`src/rtl/sorting_hat_sequencer_pkg.sv`:
```
// Shared constants for the sorting-hat sequencer: house indices, FSM encoding,
// LFSR feedback mask and the house one-hot decode.
package sorting_hat_pkg;

  localparam int unsigned HOUSE_W = 2;
  localparam int unsigned LFSR_W  = 16;

  // Palette indices of the four houses
  localparam logic [HOUSE_W-1:0] SLYTHERIN  = 2'd0;
  localparam logic [HOUSE_W-1:0] GRYFFINDOR = 2'd1;
  localparam logic [HOUSE_W-1:0] HUFFLEPUFF = 2'd2;
  localparam logic [HOUSE_W-1:0] RAVENCLAW  = 2'd3;

  // Sequencer states
  localparam logic [1:0] ST_IDLE   = 2'd0;
  localparam logic [1:0] ST_SPIN   = 2'd1;
  localparam logic [1:0] ST_SETTLE = 2'd2;
  localparam logic [1:0] ST_HOLD   = 2'd3;

  // Galois feedback mask for x^16 + x^14 + x^13 + x^11 + 1 (right-shifting form)
  localparam logic [LFSR_W-1:0] LFSR_TAPS = 16'hB400;

  // House index to one-hot select vector, bit n = palette index n
  function automatic logic [3:0] house_onehot(input logic [HOUSE_W-1:0] h);
    house_onehot = 4'b0001 << h;
  endfunction

endpackage

```
`src/rtl/sorting_hat_sequencer_if.sv`:
```
// Key/display-side signal bundle of the sorting-hat sequencer.
// Optional force-house inputs exist only when FORCE_HOUSE_EN is defined.
interface sorting_hat_sequencer_if;
  import sorting_hat_pkg::*;

  logic               i_vs;
  logic               i_start;
  logic               i_clr;
`ifdef FORCE_HOUSE_EN
  logic               i_force_vld;
  logic [HOUSE_W-1:0] i_force_house;
`endif
  logic               o_slytherin;
  logic               o_gryffindor;
  logic               o_hufflepuff;
  logic               o_ravenclaw;
  logic [HOUSE_W-1:0] o_house;
  logic               o_busy;
  logic               o_done;

  // Stimulus side (keys / sync generator)
  modport master (
    output i_vs, output i_start, output i_clr,
`ifdef FORCE_HOUSE_EN
    output i_force_vld, output i_force_house,
`endif
    input o_slytherin, input o_gryffindor, input o_hufflepuff, input o_ravenclaw,
    input o_house, input o_busy, input o_done
  );

  // Sequencer side
  modport slave (
    input i_vs, input i_start, input i_clr,
`ifdef FORCE_HOUSE_EN
    input i_force_vld, input i_force_house,
`endif
    output o_slytherin, output o_gryffindor, output o_hufflepuff, output o_ravenclaw,
    output o_house, output o_busy, output o_done
  );

endinterface

```
`src/rtl/sorting_hat_sequencer_lfsr16.sv`:
```
// Free-running 16-bit Galois LFSR; a nonzero seed keeps it out of the all-zero state.
module lfsr16
  import sorting_hat_pkg::*;
#(
  parameter logic [LFSR_W-1:0] SEED = 16'hACE1
) (
  input  logic              clk,
  input  logic              i_rst,
  output logic [LFSR_W-1:0] q
);

  logic [LFSR_W-1:0] q_next;

  // Shift right, fold the tap mask in when a one falls out
  assign q_next = (q >> 1) ^ (q[0] ? LFSR_TAPS : '0);

  // Advance every clock, reload the seed on reset
  always_ff @(posedge clk or negedge i_rst) begin
    if (!i_rst) q <= SEED;
    else        q <= q_next;
  end

endmodule

```
`src/rtl/sorting_hat_sequencer.sv`:
```
// Sorting-hat animation sequencer: spins the house select with a per-step
// growing frame dwell, then settles on a pseudo-random house and holds it.
// Optional macro FORCE_HOUSE_EN adds i_force_vld/i_force_house to override the target.
module sorting_hat_sequencer
  import sorting_hat_pkg::*;
#(
  parameter int unsigned       FRAMES_INIT = 2,
  parameter int unsigned       STEPS       = 12,
  parameter logic [LFSR_W-1:0] LFSR_SEED   = 16'hACE1
) (
  input logic                   clk,
  input logic                   i_rst,
  sorting_hat_sequencer_if.slave bus
);

  localparam int unsigned DW = $clog2(FRAMES_INIT + STEPS + 1);
  localparam int unsigned SW = $clog2(STEPS + 1);
  localparam logic [DW-1:0] DWELL_INIT   = DW'(FRAMES_INIT);
  localparam logic [DW-1:0] DWELL_SETTLE = DW'(FRAMES_INIT + STEPS);
  localparam logic [SW-1:0] STEP_LAST    = SW'(STEPS);

  logic [1:0]         state_q, state_d;
  logic [HOUSE_W-1:0] house_q, house_d;
  logic [HOUSE_W-1:0] target_q, target_d;
  logic [DW-1:0]      dwell_q, dwell_d;
  logic [DW-1:0]      frame_q, frame_d;
  logic [SW-1:0]      step_q, step_d;
  logic               vs_q, start_q;
  logic [3:0]         onehot_q;
  logic               busy_q, done_q;

  logic [LFSR_W-1:0]  lfsr_q;
  logic [HOUSE_W-1:0] target_src;
  logic               unused_lfsr;
  logic               frame_tick, start_edge, dwell_done;
  logic [DW-1:0]      frame_inc;
  logic [SW-1:0]      step_inc;

  lfsr16 #(.SEED(LFSR_SEED)) u_lfsr (
    .clk   (clk),
    .i_rst (i_rst),
    .q     (lfsr_q)
  );

  // Only the two low LFSR bits pick the house
  assign unused_lfsr = ^lfsr_q[LFSR_W-1:HOUSE_W];

`ifdef FORCE_HOUSE_EN
  assign target_src = bus.i_force_vld ? bus.i_force_house : lfsr_q[HOUSE_W-1:0];
`else
  assign target_src = lfsr_q[HOUSE_W-1:0];
`endif

  assign frame_tick = vs_q & ~bus.i_vs;
  assign start_edge = bus.i_start & ~start_q;
  assign frame_inc  = frame_q + DW'(1);
  assign step_inc   = step_q + SW'(1);
  assign dwell_done = (frame_inc == dwell_q);

  // State and counter registers plus input edge detectors
  always_ff @(posedge clk or negedge i_rst) begin
    if (!i_rst) begin
      state_q  <= ST_IDLE;
      house_q  <= SLYTHERIN;
      target_q <= SLYTHERIN;
      dwell_q  <= DWELL_INIT;
      frame_q  <= '0;
      step_q   <= '0;
      vs_q     <= 1'b1;
      start_q  <= 1'b0;
    end else begin
      state_q  <= state_d;
      house_q  <= house_d;
      target_q <= target_d;
      dwell_q  <= dwell_d;
      frame_q  <= frame_d;
      step_q   <= step_d;
      vs_q     <= bus.i_vs;
      start_q  <= bus.i_start;
    end
  end

  // Next-state: clear wins, then start / frame-tick handling per state
  always_comb begin
    state_d  = state_q;
    house_d  = house_q;
    target_d = target_q;
    dwell_d  = dwell_q;
    frame_d  = frame_q;
    step_d   = step_q;
    if (bus.i_clr) begin
      state_d  = ST_IDLE;
      house_d  = SLYTHERIN;
      target_d = SLYTHERIN;
      dwell_d  = DWELL_INIT;
      frame_d  = '0;
      step_d   = '0;
    end else begin
      case (state_q)
        ST_IDLE: begin
          if (start_edge) begin
            state_d = ST_SPIN;
            house_d = SLYTHERIN;
            dwell_d = DWELL_INIT;
            frame_d = '0;
            step_d  = '0;
          end
        end
        ST_SPIN: begin
          if (step_q == STEP_LAST) begin
            state_d = (house_q == target_q) ? ST_HOLD : ST_SETTLE;
            dwell_d = DWELL_SETTLE;
            frame_d = '0;
          end else if (frame_tick) begin
            if (dwell_done) begin
              house_d = house_q + HOUSE_W'(1);
              frame_d = '0;
              dwell_d = dwell_q + DW'(1);
              step_d  = step_inc;
              if (step_inc == STEP_LAST) target_d = target_src;
            end else begin
              frame_d = frame_inc;
            end
          end
        end
        ST_SETTLE: begin
          if (house_q == target_q) begin
            state_d = ST_HOLD;
          end else if (frame_tick) begin
            if (dwell_done) begin
              house_d = house_q + HOUSE_W'(1);
              frame_d = '0;
            end else begin
              frame_d = frame_inc;
            end
          end
        end
        ST_HOLD: begin
          if (start_edge) begin
            state_d = ST_SPIN;
            dwell_d = DWELL_INIT;
            frame_d = '0;
            step_d  = '0;
          end
        end
        default: state_d = ST_IDLE;
      endcase
    end
  end

  // Registered house select and status flags, all low in IDLE
  always_ff @(posedge clk or negedge i_rst) begin
    if (!i_rst) begin
      onehot_q <= '0;
      busy_q   <= 1'b0;
      done_q   <= 1'b0;
    end else begin
      onehot_q <= (state_d == ST_IDLE) ? 4'b0000 : house_onehot(house_d);
      busy_q   <= (state_d == ST_SPIN) || (state_d == ST_SETTLE);
      done_q   <= (state_d == ST_HOLD);
    end
  end

  assign bus.o_slytherin  = onehot_q[SLYTHERIN];
  assign bus.o_gryffindor = onehot_q[GRYFFINDOR];
  assign bus.o_hufflepuff = onehot_q[HUFFLEPUFF];
  assign bus.o_ravenclaw  = onehot_q[RAVENCLAW];
  assign bus.o_house      = house_q;
  assign bus.o_busy       = busy_q;
  assign bus.o_done       = done_q;

endmodule
```
`src/flat_wrapper.sv`:
```
// flat-port wrapper written by rule: the top's interface ports become plain ports
module sorting_hat_sequencer_flat import sorting_hat_pkg::*;
#(
  parameter int unsigned       FRAMES_INIT = 2,
  parameter int unsigned       STEPS       = 12,
  parameter logic [LFSR_W-1:0] LFSR_SEED   = 16'hACE1
)
  (clk, i_rst, bus_i_vs, bus_i_start, bus_i_clr, bus_o_slytherin, bus_o_gryffindor, bus_o_hufflepuff, bus_o_ravenclaw, bus_o_house, bus_o_busy, bus_o_done);
  sorting_hat_sequencer_if bus_i ();
  input logic clk;
  input logic i_rst;
  input wire logic [$bits(bus_i.i_vs)-1:0] bus_i_vs;
  input wire logic [$bits(bus_i.i_start)-1:0] bus_i_start;
  input wire logic [$bits(bus_i.i_clr)-1:0] bus_i_clr;
  output wire logic [$bits(bus_i.o_slytherin)-1:0] bus_o_slytherin;
  output wire logic [$bits(bus_i.o_gryffindor)-1:0] bus_o_gryffindor;
  output wire logic [$bits(bus_i.o_hufflepuff)-1:0] bus_o_hufflepuff;
  output wire logic [$bits(bus_i.o_ravenclaw)-1:0] bus_o_ravenclaw;
  output wire logic [$bits(bus_i.o_house)-1:0] bus_o_house;
  output wire logic [$bits(bus_i.o_busy)-1:0] bus_o_busy;
  output wire logic [$bits(bus_i.o_done)-1:0] bus_o_done;
  assign bus_i.i_vs = bus_i_vs;
  assign bus_i.i_start = bus_i_start;
  assign bus_i.i_clr = bus_i_clr;
  assign bus_o_slytherin = bus_i.o_slytherin;
  assign bus_o_gryffindor = bus_i.o_gryffindor;
  assign bus_o_hufflepuff = bus_i.o_hufflepuff;
  assign bus_o_ravenclaw = bus_i.o_ravenclaw;
  assign bus_o_house = bus_i.o_house;
  assign bus_o_busy = bus_i.o_busy;
  assign bus_o_done = bus_i.o_done;
  sorting_hat_sequencer #(.FRAMES_INIT(FRAMES_INIT), .STEPS(STEPS), .LFSR_SEED(LFSR_SEED)) u_core (.clk(clk), .i_rst(i_rst), .bus(bus_i));
endmodule
```
`config.mk`:
```
export PLATFORM = sky130hd
export DESIGN_NAME = sorting_hat_sequencer_flat
export DESIGN_NICKNAME = d
export VERILOG_FILES = /design/src/rtl/sorting_hat_sequencer_pkg.sv /design/src/rtl/sorting_hat_sequencer_if.sv /design/src/rtl/sorting_hat_sequencer_lfsr16.sv /design/src/rtl/sorting_hat_sequencer.sv /design/src/flat_wrapper.sv
export SDC_FILE = /design/constraint.sdc
export NUM_CORES = 1
export LEC_CHECK = 0
export ABC_AREA = 0
export BUFFER_PORTS_ARGS = -buffer_cell sky130_fd_sc_hd__buf_2
export CORE_ASPECT_RATIO = 0.8
export CORE_MARGIN = 4
export CORE_UTILIZATION = 35
export DETAILED_ROUTE_END_ITERATION = 12
export PLACE_DENSITY = 0.57
export SLEW_MARGIN = 30
export SYNTH_ARGS = -nofsm -noshare
export SYNTH_HDL_FRONTEND = slang
export SYNTH_HIERARCHICAL = 1
export SYNTH_SLANG_ARGS = --single-unit
```
`constraint.sdc`:
```
create_clock -name clk -period 5.2 [get_ports clk]
set_input_delay 0.52 -clock clk [delete_from_list [all_inputs] [get_ports clk]]
set_output_delay 0.52 -clock clk [all_outputs]
set_load 0.005 [all_outputs]
```
==> results.py, run 1 <==
metrics = {
    "outcome": {
        "outcome": "finished, final reports clean",
    },
    "min_path": {
        "hold_class": "in -> async",
    },
    "detailed_routing": {
        "vias": 1520,
        "vias_per_cell": 5.21,
        "wl_per_cell_um": 14.9,
        "drt_first_pass_iters": 4,
        "drt_iter0_markers": 97,
        "drt-total-wl_um": 4350,
        "drc_errors": 0,
        "ant_nets": 0,
    },
    "worst_setup_path": {
        "worst-endpoint-required_ns": 5.40,
        "startpoint_type": "flop",
        "reg2reg_depth": 9,
        "ff2ff_setup_slack_ns": 2.89,
        "critPathMaxFanout": 6,
        "cp_data_arrival_time_ns": 2.51,
        "end_kind": "flop",
        "reg2reg_from": "u_core/step_q[0]$_DFFE_PN0P_",
        "timing.rr.end": "u_core/onehot_q[0]$_DFF_PN0_",
        "crit_type": "reg -> reg",
    },
    "global_routing": {
        "grt_overflow": 0,
        "antenna_found_initial": 0,
        "grt_pass1_vias": 1448,
        "track_usage_pct": 12.8,
        "grt_pass1_wl_um": 7360,
        "grt_start_max_net_pins": 43,
    },
    "cells_and_area": {
        "instances_no_fill": 292,
        "insertedDiodeCount": 0,
        "fin_nets": 226,
        "synthToLayoutAreaGrowth_pct": 9.71,
        "drive_gt1_share_pct": 20.9,
    },
    "cts": {
        "cts_setup_buffers": 0,
        "clkTransAtPathRegs_ns": 0.09,
        "insertion_delay_ns": 0.29,
        "cts_tree": "done",
        "cts_buffer_depth": 2,
        "htree_levels": 2,
        "post_cts_resized": 0,
        "clock-sinks": 42,
        "cts_buffers": 5,
        "cts-root-buf": "clkbuf_8",
        "holdBufCountCts": 0,
    },
    "synth": {
        "syn-num-nets": 213,
        "syn_area_um2": 2160,
        "netlist_instances": 197,
        "yosysWarnings": 6,
        "synth_area_per_cell_um2": 11.0,
    },
    "floorplan": {
        "die_area_um2": 7510,
        "start_util_pct": 36.4,
        "core_area_um2": 5940,
        "num_rows": 25,
        "die_y_um": 78.3,
        "num_io_pins": 13,
        "dieWidth_um": 95.9,
    },
    "sta": {
        "slew_violations": 0,
        "period_share_pct": 44.5,
        "hold_viol": 0,
        "max_freq_mhz": 432,
        "slew_headroom_pct": 54.1,
        "period_needed_ns": 2.31,
        "skew_ns": 0.00891,
        "setup_viol": 0,
        "worst_pin_slew_ns": 0.683,
        "tns_ns": 0,
        "rsz0062_at_grt": "no",
    },
    "pwr": {
        "fin_total_pwr_w": 0.000884,
        "ir_drop_v": 0.000166,
        "power-per-cell-area_nw_per_um2": 372,
        "leakage_nw": 1.09,
    },
    "placed_design": {
        "placed_cells": 284,
        "gp_congestion": 0.835,
        "numPortBuffers": 12,
        "dp_hpwl_um": 3090,
    },
    "run": {
        "maxCapViolations": 0,
    },
}
[where the power goes]
group          leakage, nW  internal (W)  switching [W]
clock network       0.0408     0.0000960       0.000118
logic                0.503      0.000110       0.000177
registers            0.543      0.000356      0.0000265
total                 1.09      0.000562       0.000322
[final cells by class]
type                    instances  area (um^2)
clock buffers                   5         68.8
clock inverters                 3         23.8
fillers                       593         3570
inverters                      13         48.8
multi-input cells             136         1010
flip-flops and latches         42         1060
well taps                      81          101
repair buffers                 12         62.6
[layer usage]
layer,vias up,wire (um),track usage [%]
met5,-,0,0
met4,0,11,2.98
met3,2,231,3.83
met2,27,1730,16.4
met1,757,2370,20.6
li1,734,-,-
[placed cells by master (no fill, tap or decap), types with 3 or more instances in the layout]
cell,instances
buf_2,11
xnor2_1,5
dfstp_2,10
dfrtp_1,32
ha_1,11
o211ai_1,6
nand4_1,3
nand3_1,8
nand2_1,7
a31oi_1,6
o21ai_0,11
a21oi_1,7
inv_1,13
xor2_1,8
nor3_1,3
clkbuf_8,5
and3_1,4
nor2_1,12
[through the flow]
stage          hold slack [ns]  util [%]  area [um^2]  setup slack, ns
2_1_floorplan            0.224         -         2160             3.12
3_3_place_gp             0.334      38.4         2280             2.91
3_5_place_dp             0.339      38.4         2280             2.91
4_1_cts                  0.323      39.9         2370             2.89
5_1_grt                  0.247      40.0         2370             2.59
6_report                 0.204      40.0         2370             2.89
[state kept, by name (all words and copies together) (netlist names), 2 cells and up]
name / count
u_core/state_q: 2
u_core/dwell_q: 4
u_core/frame_q: 4
u_core/onehot_q: 4
u_core/target_q: 2
u_core/u_lfsr/q: 16
u_core/step_q: 4
u_core/bus.o_house: 2
[critical path, cell delays in order (launching register included)]
cell      delay [ns]
dfrtp_1         0.44
inv_1           0.08
ha_1            0.18
nand3_1         0.20
nand2_1         0.25
nor2_1          0.07
a211oi_1        0.39
inv_1           0.09
ha_1            0.23
nor4_1          0.29
[worst max path at each step]
stage	start	to	slack (ns)	depth (start not counted)
after floorplan	u_core/frame_q[0]$_DFFE_PN0P_	u_core/dwell_q[0]$_DFFE_PN0P_	3.12	6
after global placement	u_core/step_q[0]$_DFFE_PN0P_	u_core/onehot_q[0]$_DFF_PN0_	2.91	9
after detailed placement	u_core/step_q[0]$_DFFE_PN0P_	u_core/onehot_q[0]$_DFF_PN0_	2.91	9
after CTS	u_core/step_q[0]$_DFFE_PN0P_	u_core/onehot_q[0]$_DFF_PN0_	2.89	9
after global routing	u_core/step_q[0]$_DFFE_PN0P_	u_core/onehot_q[0]$_DFF_PN0_	2.59	9
final	u_core/step_q[0]$_DFFE_PN0P_	u_core/onehot_q[0]$_DFF_PN0_	2.89	9
No activity file was read; power rests on OpenSTA's default activity.
==> run 2: changes to the inputs <==
--- a/config.mk
+++ b/config.mk
@@ -5,13 +5,13 @@
 export SDC_FILE = /design/constraint.sdc
 export NUM_CORES = 1
 export LEC_CHECK = 0
-export ABC_AREA = 0
+export ABC_AREA = 1
 export BUFFER_PORTS_ARGS = -buffer_cell sky130_fd_sc_hd__buf_2
 export CORE_ASPECT_RATIO = 0.8
 export CORE_MARGIN = 4
 export CORE_UTILIZATION = 35
 export DETAILED_ROUTE_END_ITERATION = 12
-export PLACE_DENSITY = 0.57
+export PLACE_DENSITY = 0.59
 export SLEW_MARGIN = 30
 export SYNTH_ARGS = -nofsm -noshare
 export SYNTH_HDL_FRONTEND = slang
==> constraint.sdc (replaced) <==
create_clock -name clk -period 1.9 [get_ports clk]
set_input_delay 0.19 -clock clk [delete_from_list [all_inputs] [get_ports clk]]
set_output_delay 0.19 -clock clk [all_outputs]
set_load 0.005 [all_outputs]
==> results.py, run 2 <==
metrics = {
    "detailed_routing": {
        "ant_nets": 0,
        "wl_per_cell_um": 11.4,
        "drt_iter0_markers": 56,
        "drt-total-wl_um": 3880,
        "drt_first_pass_iters": 4,
        "vias_per_cell": 4.53,
        "vias": 1536,
        "drc_errors": 0,
    },
    "min_path": {
        "min_from": "bus_i_clr",
        "min_to": "u_core/target_q[0]$_DFFE_PN0P_",
        "hold_depth": 2,
        "hold_class": "in -> reg",
    },
    "cts": {
        "cts_tree": "done",
        "clkTransAtPathRegs_ns": 0.09,
        "cts_buffers": 5,
        "cts-root-buf": "clkbuf_8",
        "cts_buffer_depth": 2,
        "clock-sinks": 42,
        "htree_levels": 2,
        "insertion_delay_ns": 0.30,
    },
    "worst_setup_path": {
        "crit_path_frequent_cell": "nand2_2",
        "cp_data_arrival_time_ns": 2.03,
        "worst-endpoint-required_ns": 2.10,
        "max_stage_delay_ns": 0.42,
        "path_cells": "ha_4, xnor2_2, nand2_2, nor3_4, nand2_2, nand2_2, nand3_2, nand2_2, inv_2, nand2_2, nand2_2, nand2_2, nor2_1",
        "reg2reg_from": "u_core/frame_q[0]$_DFFE_PN0P_",
        "crit_slowest_cell": "dfrtp_1",
        "startpoint_type": "flop",
        "reg2reg_depth": 13,
        "critPathMaxFanout": 2,
        "critPathTopFamily": "simple AND/OR/NAND/NOR gates",
        "crit_type": "reg -> reg",
        "end_kind": "flop",
        "cp_num_buf_inv": 1,
        "ff2ff_setup_slack_ns": 0.07,
        "timing.rr.end": "u_core/onehot_q[0]$_DFF_PN0_",
    },
    "outcome": {
        "outcome": "finished, final reports clean",
    },
    "sta": {
        "slew_violations": 0,
        "max_freq_mhz": 546,
        "hold_viol": 0,
        "setup_viol": 0,
        "slew_headroom_pct": 65.6,
        "period_share_pct": 96.3,
        "period_needed_ns": 1.83,
        "rsz0062_at_grt": "yes",
        "worst_pin_slew_ns": 0.516,
        "tns_ns": 0,
        "skew_ns": 0.00483,
    },
    "cells_and_area": {
        "multi_input_area_um2": 956,
        "layout_common_cells": "inv_1 (33), nand2_1 (32), dfrtp_1 (31)",
        "synthToLayoutAreaGrowth_pct": 21.9,
        "insertedDiodeCount": 0,
        "drive_gt1_share_pct": 33.3,
        "post-route-util_pct": 45.3,
        "final_common_cell": "inv_1",
        "largest_reg_flops": 16,
        "top_register": "u_core/u_lfsr/q",
        "fill_cells": 545,
        "fin_nets": 276,
        "regArea_um2": 1060,
    },
    "floorplan": {
        "die_y_um": 77.0,
        "core_area_um2": 5620,
        "start_util_pct": 37.1,
        "num_io_pins": 13,
        "die_area_um2": 7270,
        "num_rows": 24,
        "dieWidth_um": 94.3,
    },
    "synth": {
        "syn-num-nets": 246,
        "synth_area_per_cell_um2": 9.07,
        "syn_area_um2": 2090,
        "yosysWarnings": 6,
        "netlist_instances": 230,
    },
    "pwr": {
        "p_sw_share_pct": 39.1,
        "power.switching_w": 0.00109,
        "ir_drop_v": 0.000563,
        "fin_total_pwr_w": 0.00279,
        "p_int_w": 0.00170,
        "seq_power_share_pct": 38.3,
        "leakage_nw": 1.25,
        "comb_power_share_pct": 40.4,
        "clkPwrFrac_pct": 21.3,
        "power-per-cell-area_nw_per_um2": 1100,
    },
    "run": {
        "maxCapViolations": 0,
    },
    "global_routing": {
        "grt_start_max_net_pins": 43,
        "track_usage_pct": 11.6,
        "antenna_found_initial": 0,
        "grt_pass1_vias": 1395,
        "grt_overflow": 0,
        "grt_pass1_wl_um": 6620,
    },
    "placed_design": {
        "numPortBuffers": 12,
        "gp_congestion": 0.772,
        "dp_hpwl_um": 2580,
    },
}
[run 2: cell count changes in the layout (fill, tap and decap cells not counted), moves of 6 or more]
cell / previous run / this run
nand2_1: 7 / 32
o21ai_0: 11 / 4
xor2_1: 8 / 2
o211ai_1: 6 / 0
o21ai_1: 0 / 6
nand3_2: 0 / 6
nor2_1: 12 / 19
nand2_2: 0 / 13
inv_2: 0 / 9
inv_1: 13 / 33
buf_4: 1 / 11
[run 2: timing repair]
| item | 4_1_cts | 5_1_grt |
|---|---|---|
| setup endpoints to repair | 5 | 14 |
| pin swaps | 2 | 14 |
| resized for setup | 4 | 27 |
| hold buffers | 2 | 1 |
| hold endpoints to repair | 33 | 1 |
| setup buffers | 2 | 3 |
[run 2: metal layers]
metal,vias up,wire [um],GRT usage [%]
met3,2,176,4.89
met2,29,1700,15.9
met5,-,0,0
met4,0,8,2.89
li1,780,-,-
met1,725,2000,16.7
[run 2: metrics by stage]
step                      area (um^2)  hold WS (ns)  instances  worst slack [ns]
final                            2540         0.216        339            0.0701
after global routing             2540         0.217        339           -0.0986
after CTS                        2410       0.00388        335           0.00782
after detailed placement         2270         0.296        323           -0.0788
after global placement           2270         0.291        323           -0.0511
after floorplan                  2090        -0.106        230             0.118
[run 2: worst register-to-register path: cells and delay by family (launching register included)]
family | cells | cell delay (ns)
XOR/XNOR | 1 | 0.11
flip-flops | 1 | 0.42
adder cells (fa/ha/maj) | 1 | 0.29
buffers and inverters | 1 | 0.03
AND/OR/NAND/NOR | 10 | 0.88
[run 2: final cells by class]
type,instances,share of cell area [%]
Tap cell,78,3.84
Clock inverter,3,0.984
Clock buffer,5,2.71
Inverter,42,6.20
Sequential cell,42,41.9
Timing Repair Buffer,26,6.79
Multi-Input combinational cell,143,37.6
[run 2: worst max path at each step]
stage,from,endpoint,slack (ns),cells after the start
finish,u_core/frame_q[0]$_DFFE_PN0P_,u_core/onehot_q[0]$_DFF_PN0_,0.07,13
global route,u_core/state_q[1]$_DFF_PN0_,u_core/onehot_q[2]$_DFF_PN0_,-0.1,10
global placement,u_core/state_q[1]$_DFF_PN0_,u_core/onehot_q[3]$_DFF_PN0_,-0.05,10
floorplan,u_core/step_q[0]$_DFFE_PN0P_,u_core/onehot_q[2]$_DFF_PN0_,0.12,11
detailed placement,u_core/state_q[1]$_DFF_PN0_,u_core/onehot_q[3]$_DFF_PN0_,-0.08,10
CTS,u_core/state_q[1]$_DFF_PN0_,u_core/onehot_q[2]$_DFF_PN0_,0.008,10
[run 2: power groups by stage]
stage / logic (W) / registers (W) / clock network, W
6_report: 0.00113 / 0.00107 / 0.000596
5_1_grt: 0.00127 / 0.00108 / 0.000678
4_1_cts: 0.000990 / 0.00107 / 0.000630
3_5_place_dp: 0.000937 / 0.00109 / 0
3_3_place_gp: 0.000924 / 0.00109 / 0
2_1_floorplan: 0.000680 / 0.00108 / 0
